$ cat config.mk
export PLATFORM = sky130hd
export DESIGN_NAME = pad_event_generator_flat
export DESIGN_NICKNAME = d
export VERILOG_FILES = /design/src/rtl/pad_event_generator_if.sv /design/src/rtl/pad_event_generator.sv /design/src/flat_wrapper.sv
export SDC_FILE = /design/constraint.sdc
export NUM_CORES = 1
export LEC_CHECK = 0
export ABC_AREA = 0
export BUFFER_PORTS_ARGS = -buffer_cell sky130_fd_sc_hd__buf_4
export CAP_MARGIN = 10
export CORE_MARGIN = 2
export CORE_UTILIZATION = 55
export CTS_BUF_LIST = sky130_fd_sc_hd__clkbuf_16
export CTS_CLUSTER_SIZE = 14
export DETAILED_ROUTE_END_ITERATION = 12
export PLACE_DENSITY = 0.74
export SLEW_MARGIN = 0
export SYNTH_ARGS = -nofsm -noshare
export SYNTH_HDL_FRONTEND = slang
export SYNTH_SLANG_ARGS = --single-unit
$ cat constraint.sdc
create_clock -name CLK -period 2.5 [get_ports CLK]
set_clock_uncertainty 0.05 [all_clocks]
set_input_delay 0.125 -clock CLK [delete_from_list [all_inputs] [get_ports CLK]]
set_output_delay 0.125 -clock CLK [all_outputs]
set_load 0.05 [all_outputs]
$ cat src/rtl/pad_event_generator_if.sv
// Pad event bus: raw pad inputs in, debounced press/release pulses and levels out.
interface pad_event_generator_if #(
  parameter int NUM_KEYS = 12
);
  logic [NUM_KEYS-1:0] i_key_raw;
  logic [NUM_KEYS-1:0] o_event;
  logic [NUM_KEYS-1:0] o_release_evt;
  logic [NUM_KEYS-1:0] o_held;
  logic                o_key_any;

  modport master (
    output i_key_raw,
    input  o_event, o_release_evt, o_held, o_key_any
  );

  modport slave (
    input  i_key_raw,
    output o_event, o_release_evt, o_held, o_key_any
  );
endinterface

$ cat src/rtl/pad_event_generator.sv
// Launchpad front end: synchronise, debounce and edge-detect raw pads,
// with optional auto-repeat while a pad is held.
module pad_event_generator #(
  parameter int NUM_KEYS       = 12,
  parameter int TICK_DIV       = 50000,
  parameter int DEBOUNCE_TICKS = 10,
  parameter int REPEAT_EN      = 0,
  parameter int REPEAT_DELAY   = 500,
  parameter int REPEAT_PERIOD  = 100,
  parameter int KEY_ACTIVE_LOW = 1
) (
  input  logic                   CLK,
  input  logic                   RST,
  pad_event_generator_if.slave   bus
);

  localparam int TW      = $clog2(TICK_DIV);
  localparam int CNT_W   = (DEBOUNCE_TICKS > 1) ? $clog2(DEBOUNCE_TICKS) : 1;
  localparam int RPT_MAX = (REPEAT_DELAY > REPEAT_PERIOD) ? REPEAT_DELAY : REPEAT_PERIOD;
  localparam int RW      = (RPT_MAX > 1) ? $clog2(RPT_MAX) : 1;

  localparam logic [NUM_KEYS-1:0] REL_LVL  = (KEY_ACTIVE_LOW != 0) ? {NUM_KEYS{1'b1}} : {NUM_KEYS{1'b0}};
  localparam logic [TW-1:0]       TICK_LAST = TW'(TICK_DIV - 1);
  localparam logic [CNT_W-1:0]    DB_LAST   = CNT_W'(DEBOUNCE_TICKS - 1);
  localparam logic [RW-1:0]       DEL_LAST  = RW'(REPEAT_DELAY - 1);
  localparam logic [RW-1:0]       PER_LAST  = RW'(REPEAT_PERIOD - 1);

  typedef enum logic [1:0] {
    RELEASED   = 2'd0,
    DB_PRESS   = 2'd1,
    PRESSED    = 2'd2,
    DB_RELEASE = 2'd3
  } state_t;

  logic [NUM_KEYS-1:0] r_sync1;
  logic [NUM_KEYS-1:0] r_sync2;
  logic [NUM_KEYS-1:0] w_p;
  logic [TW-1:0]       r_tick_cnt;
  logic                w_tick;

  state_t              r_state     [NUM_KEYS];
  state_t              w_state_nxt [NUM_KEYS];
  logic [CNT_W-1:0]    r_cnt       [NUM_KEYS];
  logic [CNT_W-1:0]    w_cnt_nxt   [NUM_KEYS];
  logic [RW-1:0]       r_rcnt      [NUM_KEYS];
  logic [RW-1:0]       w_rcnt_nxt  [NUM_KEYS];
  // r_phase = 0 while waiting for the first repeat, 1 once repeating at PERIOD
  logic [NUM_KEYS-1:0] r_phase;
  logic [NUM_KEYS-1:0] w_phase_nxt;

  logic [NUM_KEYS-1:0] w_event_nxt;
  logic [NUM_KEYS-1:0] w_rel_nxt;
  logic [NUM_KEYS-1:0] w_held_nxt;
  logic [NUM_KEYS-1:0] r_event;
  logic [NUM_KEYS-1:0] r_release;
  logic [NUM_KEYS-1:0] r_held;
  logic                r_key_any;

  always_ff @(posedge CLK or negedge RST) begin
    if (!RST) begin
      r_sync1 <= REL_LVL;
      r_sync2 <= REL_LVL;
    end else begin
      r_sync1 <= bus.i_key_raw;
      r_sync2 <= r_sync1;
    end
  end

  assign w_p    = (KEY_ACTIVE_LOW != 0) ? ~r_sync2 : r_sync2;
  assign w_tick = (r_tick_cnt == TICK_LAST);

  always_ff @(posedge CLK or negedge RST) begin
    if (!RST) begin
      r_tick_cnt <= '0;
    end else if (w_tick) begin
      r_tick_cnt <= '0;
    end else begin
      r_tick_cnt <= r_tick_cnt + TW'(1);
    end
  end

  always_ff @(posedge CLK or negedge RST) begin
    if (!RST) begin
      for (int k = 0; k < NUM_KEYS; k++) begin
        r_state[k] <= RELEASED;
        r_cnt[k]   <= '0;
        r_rcnt[k]  <= '0;
      end
      r_phase   <= '0;
      r_event   <= '0;
      r_release <= '0;
      r_held    <= '0;
      r_key_any <= 1'b0;
    end else begin
      for (int k = 0; k < NUM_KEYS; k++) begin
        r_state[k] <= w_state_nxt[k];
        r_cnt[k]   <= w_cnt_nxt[k];
        r_rcnt[k]  <= w_rcnt_nxt[k];
      end
      r_phase   <= w_phase_nxt;
      r_event   <= w_event_nxt;
      r_release <= w_rel_nxt;
      r_held    <= w_held_nxt;
      r_key_any <= |w_held_nxt;
    end
  end

  always_comb begin
    w_state_nxt = r_state;
    w_cnt_nxt   = r_cnt;
    w_rcnt_nxt  = r_rcnt;
    w_phase_nxt = r_phase;
    w_event_nxt = '0;
    w_rel_nxt   = '0;
    w_held_nxt  = '0;
    for (int k = 0; k < NUM_KEYS; k++) begin
      case (r_state[k])
        RELEASED: begin
          if (w_p[k]) begin
            w_state_nxt[k] = DB_PRESS;
            w_cnt_nxt[k]   = '0;
          end
        end
        DB_PRESS: begin
          if (!w_p[k]) begin
            w_state_nxt[k] = RELEASED;
          end else if (w_tick) begin
            if (r_cnt[k] == DB_LAST) begin
              w_state_nxt[k] = PRESSED;
              w_rcnt_nxt[k]  = '0;
              w_phase_nxt[k] = 1'b0;
              w_event_nxt[k] = 1'b1;
            end else begin
              w_cnt_nxt[k] = r_cnt[k] + CNT_W'(1);
            end
          end
        end
        PRESSED: begin
          if (!w_p[k]) begin
            w_state_nxt[k] = DB_RELEASE;
            w_cnt_nxt[k]   = '0;
          end else if ((REPEAT_EN != 0) && w_tick) begin
            // >= rather than == keeps the counter from ever wrapping past the limit
            if (r_rcnt[k] >= (r_phase[k] ? PER_LAST : DEL_LAST)) begin
              w_event_nxt[k] = 1'b1;
              w_rcnt_nxt[k]  = '0;
              w_phase_nxt[k] = 1'b1;
            end else begin
              w_rcnt_nxt[k] = r_rcnt[k] + RW'(1);
            end
          end
        end
        DB_RELEASE: begin
          if (w_p[k]) begin
            w_state_nxt[k] = PRESSED;
          end else if (w_tick) begin
            if (r_cnt[k] == DB_LAST) begin
              w_state_nxt[k] = RELEASED;
              w_rel_nxt[k]   = 1'b1;
            end else begin
              w_cnt_nxt[k] = r_cnt[k] + CNT_W'(1);
            end
          end
        end
        default: w_state_nxt[k] = RELEASED;
      endcase
      w_held_nxt[k] = (w_state_nxt[k] == PRESSED) || (w_state_nxt[k] == DB_RELEASE);
    end
  end

  assign bus.o_event       = r_event;
  assign bus.o_release_evt = r_release;
  assign bus.o_held        = r_held;
  assign bus.o_key_any     = r_key_any;

endmodule

$ cat src/flat_wrapper.sv
// flat-port wrapper written by rule: the top's interface ports become plain ports
module pad_event_generator_flat 
#(
  parameter int NUM_KEYS       = 12,
  parameter int TICK_DIV       = 50000,
  parameter int DEBOUNCE_TICKS = 10,
  parameter int REPEAT_EN      = 0,
  parameter int REPEAT_DELAY   = 500,
  parameter int REPEAT_PERIOD  = 100,
  parameter int KEY_ACTIVE_LOW = 1
)
  (CLK, RST, bus_i_key_raw, bus_o_event, bus_o_release_evt, bus_o_held, bus_o_key_any);
  pad_event_generator_if #(.NUM_KEYS(NUM_KEYS)) bus_i ();
  input  logic CLK;
  input  logic RST;
  input wire logic [$bits(bus_i.i_key_raw)-1:0] bus_i_key_raw;
  output wire logic [$bits(bus_i.o_event)-1:0] bus_o_event;
  output wire logic [$bits(bus_i.o_release_evt)-1:0] bus_o_release_evt;
  output wire logic [$bits(bus_i.o_held)-1:0] bus_o_held;
  output wire logic [$bits(bus_i.o_key_any)-1:0] bus_o_key_any;
  assign bus_i.i_key_raw = bus_i_key_raw;
  assign bus_o_event = bus_i.o_event;
  assign bus_o_release_evt = bus_i.o_release_evt;
  assign bus_o_held = bus_i.o_held;
  assign bus_o_key_any = bus_i.o_key_any;
  pad_event_generator #(.NUM_KEYS(NUM_KEYS), .TICK_DIV(TICK_DIV), .DEBOUNCE_TICKS(DEBOUNCE_TICKS), .REPEAT_EN(REPEAT_EN), .REPEAT_DELAY(REPEAT_DELAY), .REPEAT_PERIOD(REPEAT_PERIOD), .KEY_ACTIVE_LOW(KEY_ACTIVE_LOW)) u_core (.CLK(CLK), .RST(RST), .bus(bus_i));
endmodule
==> reports/metrics.sh <==
DIE_HEIGHT_UM=113
DRTITER0DRC=306
WORSTREG2REGSTART='u_core.r_tick_cnt[4]'
DETAILEDPLACEMENTHPWL_UM=8150
CLOCK_PERIOD_MINUS_FINAL_WORST_SETUP_SLACK_NS=2.28
CTS-BUFFERS-INSERTED=17
MAX_FREQ_MHz=438
DETAIL_ROUTE.FIRST_PASS.ITERATIONS=5
FLOW.AREA_GROWTH_FROM_SYNTHESIS_PCT=20.7
FINAL_MAX_SLEW_VIOL_COUNT=0
CELLLEAKAGEPOWER_nW=3.80
SYNTHDOMINANTCELLAREASHARE_PCT=48.1
SYNTHDOMINANTAREACELLTYPE='dfrtp_1'
SYNTHMOSTINSTANTIATEDCELL='dfrtp_1'
FIRST_GLOBAL_VIAS=4615
CP_STARTPOINT='u_core.r_tick_cnt[4]'
TRITONCTS_CLOCK_TREE='yes'
YOSYS_REGISTER_BITS=149
WIRELENGTH_UM=12800
NUM_VIAS=4614
GRT_MAX_DEGREE=75
MAX_SLEW.WORST_PIN.SLEW_NS=0.639
FINAL_LAYOUT_SIZE_SUFFIX_GT1_SHARE_PCT=21.6
NUM_IO_PINS=51
GRT-OVFL-TOTAL=0
R2R_SLACK_NS=0.22
TIMING.FINAL.CRIT_SHARE_PCT=91.2
SYNTH.TOP_CELLS.BY_COUNT='dfrtp_1, nor2_1, a22o_1'
LAYOUT.FILLER_CELLS=816
PLACEMENT.IO_BUFFERS=50
INITIAL_CORE_UTIL_PCT=56.7
FIN_UTIL_PCT=68.5
SYNTH_TOP_FLOP_CELL='dfrtp_1'
AREA_OF_THE_DIE_UM2=12700
NUMBER_OF_SYNTHESIZED_FLOPS_WITH_AN_ENABLE_PIN=0
TIMING_HOLD_VIOLATIONS_FINAL=0
SYNTHESIS.INSTANCES=560
POST_DRT_VIA_CELL_RATIO=5.76
SEQ_AREA_UM2=3760
ARRIVAL_WORST_ENDPOINT_NS=2.53
POST-LAYOUT-TOTAL-POWER_mW=4.98
GRT_PASS1_WL_UM=21700
DIE_WIDTH_UM=113
GRT_SETUP_UNREPAIRED='no'
RUN_STATUS='finished, final reports clean'
TIMING.FINAL.SETUP_VIOLATIONS=0
CTS-HTREE-LEVELS=4
CLKLATENCYLATEPIN_NS=0.43
WORST-ENDPOINT-REQUIRED_NS=2.75
MAX-CAP-VIOLATIONS=0
FP-ROW-COUNT=39
ANTENNA_CELLS_INSERTED=0
POST_DRT_WL_PER_CELL_UM=15.9
PATH_CLASS='flip-flop to flip-flop'
LAYOUT.NETS=684
SYNTH_AREA_LEADERS='dfrtp_1, dfstp_2, a22o_1, ha_1, o21ai_0'
SYN_AVG_CELL_AREA_UM2=11.6
POWER_PER_CELL_AREA_nW_PER_UM2=635
DESIGN.CORE.AREA_UM2=11500
INITIAL_ANTENNA_VIOLATION_COUNT=0
CRITPATHLAUNCHTYPE='flip-flop'
CTS_NUM_SINKS=149
CLK_ROOT_BUFFER_CELL='clkbuf_16'
CRITPATHMAXFANOUT=29
SYNTH_CELL_TYPES=43
TOTALNEGATIVESETUPSLACK_NS=0
MAPPEDNETLISTAREA_UM2=6510
DRC_ERRORS=0
AREA_OF_THE_MULTI_INPUT_GATES_UM2=2600
SEQ_TOTAL_AREA_YOSYS_PCT=57.8
ANTENNA_LEFT=0
CLOCK_TREE.BUFFER_DEPTH=2
SYNTH_ASYNC_SR_FLOP_SHARE_PCT=100
CTS.REPORTEDPATHS.CLKPINSLEW_NS=0.06
YS_WARN_COUNT=0
GP_CONGESTION=0.829
IR_WORST_VDD_uV=701
MAXSLEWHEADROOM_PCT=57.3
CRIT_PATH_END_KIND='flip-flop'
SYN-NUM-NETS=599
TIMING.HOLD.WORST.CLASS='primary input to asynchronous set/reset pin'
GRT.TOTAL_USAGE_PCT=21.5
layout make-up:
class | instances | area share [%]
flip-flops and latches | 149 | 47.9
multi-input cells | 376 | 33.1
repair buffers | 83 | 8.88
clock buffers | 17 | 5.42
well taps | 143 | 2.28
clock inverters | 15 | 1.61
inverters | 18 | 0.861
through the flow:
stage / setup WS [ns] / hold WS [ns] / cells / area (um2)
finish: 0.219 / 0.175 / 801 / 7850
global route: 0.0131 / 0.222 / 801 / 7850
CTS: 0.0532 / 0.186 / 794 / 7800
detailed placement: -0.0490 / 0.0565 / 749 / 7110
global placement: 0.0443 / 0.0502 / 749 / 7110
floorplan: 0.523 / -0.221 / 560 / 6510
critical path: stages (launching register included):
cell,delay (ns)
dfrtp_1,0.45
nor4b_4,0.36
nand4_4,0.23
buf_12,0.23
o21ai_0,0.26
o31ai_1,0.17
nor4_2,0.29
nand3_1,0.10
kinds of logic after synthesis:
group | count (synthesis) | share of synthesized area [%]
AOI/OAI and AO/OA | 131 | 14.3
DFF | 149 | 57.8
xor gates and xnor gates | 26 | 3.50
muxes | 13 | 2.08
buffers and inverters | 35 | 2.56
and+or+nand+nor | 181 | 15.0
adders and majority gates | 25 | 4.81
where the power goes:
| group | total, mW | switching, mW | internal (mW) |
|---|---|---|---|
| registers | 2.49 | 0.0334 | 2.46 |
| clock network | 2.37 | 0.931 | 1.44 |
| logic | 0.125 | 0.0799 | 0.0448 |
| total | 4.98 | 1.04 | 3.94 |
final timing paths:
path / to / cells past startpoint
max: u_core.bus.o_key_any / 7
min: u_core.bus.o_event[4] / 2
max reg2reg: u_core.bus.o_key_any / 7
min reg2reg: u_core.r_sync2[5] / 0
max in group asynchronous: u_core.r_sync2[7] / 3
min in group CLK: u_core.r_sync1[7] / 2
routing by layer:
metal,track usage [%],wire [um],up-vias
met3,5.03,443,17
met4,8.37,212,0
met2,35.2,6260,83
met5,0,0,-
met1,27.9,5840,2318
li1,-,-,2196
flip-flops by register name (all words and copies together) (netlist names):
| signal | flops |
|---|---|
| u_core.bus.o_event | 12 |
| u_core.bus.o_held | 12 |
| u_core.bus.o_key_any | 1 |
| u_core.bus.o_release_evt | 12 |
| u_core.r_cnt | 48 |
| u_core.r_state | 24 |
| u_core.r_sync1 | 12 |
| u_core.r_sync2 | 12 |
| u_core.r_tick_cnt | 16 |
timing repair:
action	4_1_cts	5_1_grt
pin swaps	0	3
hold endpoints to repair	63	0
setup endpoints to repair	1	2
setup buffers	0	7
resized for setup	1	1
cloned	0	0
hold buffers	13	0
cell usage in the layout, fill, tap and decap left out, types with 2 or more instances in the layout:
cell type      netlist  routed
nand3_1             20      20
nand2_1             34      34
inv_1               18      21
mux2_2               4       4
nor2_1              44      44
or2_2                8       8
nand2b_1             9       9
nand4b_1             8       8
o31ai_1             14      14
nor3_1              12      12
a22o_1              43      43
ha_1                25      25
o21ai_1              2       2
buf_4                3      66
o32ai_1              2       2
o22ai_1              6       6
dlygate4sd3_1        0      13
nor4_1               9       8
dfstp_2             24      24
o21ai_0             40      40
xor2_1              21      21
clkinv_2             0       7
a21o_1               9       9
dfrtp_1            125     125
nor3b_1              4       4
and4bb_2             2       2
o41ai_1             11      11
a21oi_1              4       4
mux2i_1              9       9
xnor2_1              5       5
nor4_2               1       2
and3_1              19      18
bufinv_16            0       2
clkbuf_16            0      17
buf_12               0       3
or3_1                4       4
Power figures use the tool's default switching activity.
